===== src/rtl/bcd_accum_ctrl.sv =====
// rtl/bcd_accum_ctrl.sv - three-digit BCD accumulator with a digit-serial add sequencer
module bcd_accum_ctrl #(
    parameter bit SATURATE = 1'b0
) (
    input  logic       clk,
    input  logic       rst,
    input  logic       in_valid,
    output logic       in_ready,
    input  logic       in_clr,
    input  logic [7:0] in_data,
    output logic [3:0] acc_d2,
    output logic [3:0] acc_d1,
    output logic [3:0] acc_d0,
    output logic       done,
    output logic       err,
    output logic       ovf
);

    typedef enum logic [2:0] {
        IDLE = 3'd0,
        ADD0 = 3'd1,
        ADD1 = 3'd2,
        ADD2 = 3'd3,
        DONE = 3'd4
    } state_t;

    state_t     state;
    state_t     state_next;
    logic [7:0] op;
    logic       carry;

    logic       accept;
    logic       digits_ok;

    logic [3:0] slice_a;
    logic [3:0] slice_b;
    logic       slice_cin;
    logic [4:0] slice_sum;
    logic       slice_cout;
    logic [3:0] slice_digit;

    assign in_ready  = (state == IDLE);
    assign done      = (state == DONE);
    assign accept    = in_valid && (state == IDLE);
    assign digits_ok = (in_data[7:4] <= 4'd9) && (in_data[3:0] <= 4'd9);

    // One BCD digit adder, steered to the digit selected by the current add state.
    always_comb begin
        slice_a   = acc_d0;
        slice_b   = op[3:0];
        slice_cin = 1'b0;
        case (state)
            ADD1: begin
                slice_a   = acc_d1;
                slice_b   = op[7:4];
                slice_cin = carry;
            end
            ADD2: begin
                slice_a   = acc_d2;
                slice_b   = 4'd0;
                slice_cin = carry;
            end
            default: begin
            end
        endcase
        slice_sum   = {1'b0, slice_a} + {1'b0, slice_b} + {4'b0000, slice_cin};
        slice_cout  = (slice_sum > 5'd9);
        slice_digit = slice_cout ? (slice_sum[3:0] + 4'd6) : slice_sum[3:0];
    end

    always_comb begin
        state_next = state;
        case (state)
            IDLE: begin
                if (in_valid) begin
                    if (in_clr) begin
                        state_next = DONE;
                    end else if (digits_ok) begin
                        state_next = ADD0;
                    end
                end
            end
            ADD0:    state_next = ADD1;
            ADD1:    state_next = ADD2;
            ADD2:    state_next = DONE;
            DONE:    state_next = IDLE;
            default: state_next = IDLE;
        endcase
    end

    always_ff @(posedge clk) begin
        if (rst) begin
            state  <= IDLE;
            op     <= 8'h00;
            carry  <= 1'b0;
            acc_d2 <= 4'd0;
            acc_d1 <= 4'd0;
            acc_d0 <= 4'd0;
            ovf    <= 1'b0;
            err    <= 1'b0;
        end else begin
            state <= state_next;
            err   <= accept && !in_clr && !digits_ok;
            case (state)
                IDLE: begin
                    if (accept) begin
                        if (in_clr) begin
                            acc_d2 <= 4'd0;
                            acc_d1 <= 4'd0;
                            acc_d0 <= 4'd0;
                            ovf    <= 1'b0;
                            carry  <= 1'b0;
                        end else if (digits_ok) begin
                            op    <= in_data;
                            carry <= 1'b0;
                        end
                    end
                end
                ADD0: begin
                    acc_d0 <= slice_digit;
                    carry  <= slice_cout;
                end
                ADD1: begin
                    acc_d1 <= slice_digit;
                    carry  <= slice_cout;
                end
                ADD2: begin
                    carry <= 1'b0;
                    // A carry out of the hundreds digit means the total passed 999.
                    if (slice_cout) begin
                        ovf <= 1'b1;
                        if (SATURATE) begin
                            acc_d2 <= 4'd9;
                            acc_d1 <= 4'd9;
                            acc_d0 <= 4'd9;
                        end else begin
                            acc_d2 <= slice_digit;
                        end
                    end else begin
                        acc_d2 <= slice_digit;
                    end
                end
                default: begin
                end
            endcase
        end
    end

endmodule


===== config.mk =====
export PLATFORM = sky130hd
export DESIGN_NAME = bcd_accum_ctrl
export DESIGN_NICKNAME = d
export VERILOG_FILES = /design/src/rtl/bcd_accum_ctrl.sv
export SDC_FILE = /design/constraint.sdc
export NUM_CORES = 1
export LEC_CHECK = 0
export CAP_MARGIN = 40
export CELL_PAD_IN_SITES_DETAIL_PLACEMENT = 1
export CELL_PAD_IN_SITES_GLOBAL_PLACEMENT = 2
export CORE_AREA = 2 2 72 74
export CTS_BUF_LIST = sky130_fd_sc_hd__clkbuf_16
export DETAILED_ROUTE_END_ITERATION = 6
export DIE_AREA = 0 0 74 76
export MAX_ROUTING_LAYER = met4
export PLACE_DENSITY_LB_ADDON = 0.1
export SLEW_MARGIN = 20
export SYNTH_ARGS = -nofsm -noshare
export SYNTH_HDL_FRONTEND = slang
export SYNTH_SLANG_ARGS = --single-unit

===== constraint.sdc =====
create_clock -name clk -period 9.27 [get_ports clk]
set_input_delay 0.927 -clock clk [delete_from_list [all_inputs] [get_ports clk]]
set_output_delay 0.927 -clock clk [all_outputs]
set_load 0.02 [all_outputs]

==> summary.txt <==
Avg Cell Area, Syn: 8.50 um^2
r2r endpoint: acc_d0[2]$_SDFFE_PP0P_
area grow syn2layout: 26.6%
Sequential Area: 520 um^2
Tot Pwr: 254 uW
Critical Path End Type: flop
crit start category: flop
FF-to-FF setup slack: 5360 ps
drt wl/cell: 16.3 um
Num CTS Buffers: 3
area of the multi-input gates: 968 um^2
Hold Path End: carry$_SDFFE_PP0P_
most frequent cells in the layout: clkdlybuf4s50_1 (27), nor2_1 (26), dfxtp_1 (26)
VDD IR max: 0.0659 mV
Ys Warns: 0
Synth Instances: 182
hpwl dp: 3460 um
layout cells sized above 1: 7.35%
hold path cells: 2
final setup fails: 0
Final Hold Fails: 0
placed cells: 271
FMAX: 0.256 GHz
DP Worst Slack: 5430 ps
Skew-Pair Late Insertion Delay: 260 ps
Layout Nets: 224
vias in the first global route: 1,459
fin util: 39.9%
Setup Crit Path Kind: reg2reg
DRC viols: 0
cell taking the most area after synthesis: dfxtp_1
hold buffers post-CTS: 0
Resized Gates After CTS: 0
DRT Pass-1 Iters: 4
H-tree depth: 1
Setup TNS Final: 0 ps
CTS tree: yes
DR vias/cell: 5.10
setup ws final: 5360 ps
status: completed
Ports: 28
Antenna Nets Post-Route: 0
Slew headroom: 47.6%
Post-Route WL: 4480 um
CORE AREA: 0.00491 mm^2
Yosys top cell area share: 33.6%
HP Class: reg2reg
synthesized area: 0.00155 mm^2
commonest non-fill, non-tap cell in the layout: clkdlybuf4s50_1
Fill cells: 570
n_diodes: 0
gr ovfl total: 0
root buf cell: clkbuf_16
die area: 0.00562 mm^2
Total GRT Usage: 17.2%
die height: 76 um
post-CTS setup buffer count: 0
RSZ-0062 raised after global routing: no
worst reg2reg path depth: 12
I/O Buffers: 27
clk sinks: 26
max-capacitance violation count: 0
Tmin final: 3910 ps
largest net degree at the start of global routing: 21
Worst EP required: 9440 ps
register area share after synthesis: 33.6%
global-route wire length before repair: 7340 um
synth top area cells: dfxtp_1 (34%), mux2i_1 (8.4%), nor2_1 (6.3%), nand2_1 (4.4%), a21oi_1 (3.6%)
Final period util: 42.1%
FF+latch count, synth: 26
WP data arrival: 4080 ps
Initial Util: 31.5%
Static Leak: 0.736 nW
deepest clock path buffer count: 2
Setup Skew: 2.14 ps
Power Density: 130 mW/mm^2
final std cells w/o fill: 274
register clock-pin slew on the reported worst setup and hold paths: 70 ps
Worst Path Max Fanout: 20
synth unique cells: 43
syn nets: 200
row cnt: 26
DR vias: 1,398
initial antenna violation count: 0
DRT iter0 DRCs: 44
min-delay src: carry$_SDFFE_PP0P_
die span in x: 74 um
Slew @ Worst Pin: 781 ps
GP Congestion: 0.785
R2R Path Start: state[0]$_SDFFE_PP0P_
Final Slew Violations: 0
==> cell usage after synthesis, drive strengths merged <==
library cell	instances
o22a	2
ha	4
nor3b	1
a21boi	2
nand3b	5
o32ai	3
dfxtp	26
a32o	2
and3b	1
a22o	2
nor3	8
buf	2
or2	2
nand2	18
a22oi	1
clkbuf	7
and2	4
a32oi	3
nand2b	2
a21oi	12
nor4	1
xnor2	2
nor2	26
fa	2
nor2b	3
a21o	3
a41oi	1
inv	6
o31ai	3
a31oi	5
mux2	1
nand3	3
o21ai	6
mux2i	13
==> cell type report <==
type	instances	share of cell area [%]
tap	70	4.47
sequential	26	26.6
clock buffer	3	3.83
multi-input combinational	141	49.4
inverter	6	1.15
timing repair buffer	28	14.6
==> how the worst max path moves through the flow <==
stage | start | to | cells after the start
2_1_floorplan | state[0]$_SDFFE_PP0P_ | acc_d0[2]$_SDFFE_PP0P_ | 15
3_3_place_gp | state[0]$_SDFFE_PP0P_ | acc_d0[2]$_SDFFE_PP0P_ | 12
3_5_place_dp | state[0]$_SDFFE_PP0P_ | acc_d0[2]$_SDFFE_PP0P_ | 12
4_1_cts | state[0]$_SDFFE_PP0P_ | acc_d0[2]$_SDFFE_PP0P_ | 12
5_1_grt | state[2]$_SDFFE_PP0P_ | acc_d0[2]$_SDFFE_PP0P_ | 12
6_report | state[0]$_SDFFE_PP0P_ | acc_d0[2]$_SDFFE_PP0P_ | 12
==> stage by stage <==
| stage | instance area (um^2) | hold slack [ps] |
|---|---|---|
| 2_1_floorplan | 1550 | 450 |
| 3_3_place_gp | 1870 | 477 |
| 3_5_place_dp | 1880 | 478 |
| 4_1_cts | 1960 | 489 |
| 5_1_grt | 1960 | 527 |
| 6_report | 1960 | 485 |
==> critical path: stages (launching register included) <==
cell	delay, ps
dfxtp_1	830
mux2i_1	260
nor2_1	60
a21oi_1	200
fa_1	230
inv_1	60
fa_1	700
inv_1	140
ha_1	240
a22o_1	280
o31ai_4	260
mux2_4	360
o32ai_2	190
==> registers in the layout, summed over array words and instances, names as in the netlist <==
register and flops:
acc_d0 4, acc_d1 4, ovf 1, err 1
op 8, acc_d2 4, state 3, carry 1
==> where the power goes <==
| part | switching [mW] | total, mW | internal, mW |
|---|---|---|---|
| registers | 0.00405 | 0.118 | 0.114 |
| clock network | 0.0391 | 0.0963 | 0.0572 |
| logic | 0.0230 | 0.0401 | 0.0171 |
| total | 0.0662 | 0.254 | 0.188 |
==> routing by layer <==
metal  up-vias  global-route usage [%]  wire length [um]
met4         0                    5.45                44
met5         -                       -                 0
met1       676                    21.8              2020
met3         6                    2.51               123
met2        20                    27.9              2290
li1        696                       -                 -
==> kinds of logic after synthesis <==
logic type                 count (synthesis)  share of synthesized area [%]
and+or+nand+nor                           74                           23.3
DFF                                       26                           33.6
muxes                                     14                           9.38
AOI/OAI and AO/OA                         45                           22.5
xor gates and xnor gates                   2                           1.62
adders and majority gates                  6                           5.82
buffers and inverters                     15                           3.80
(Power assumes the default switching activity.)
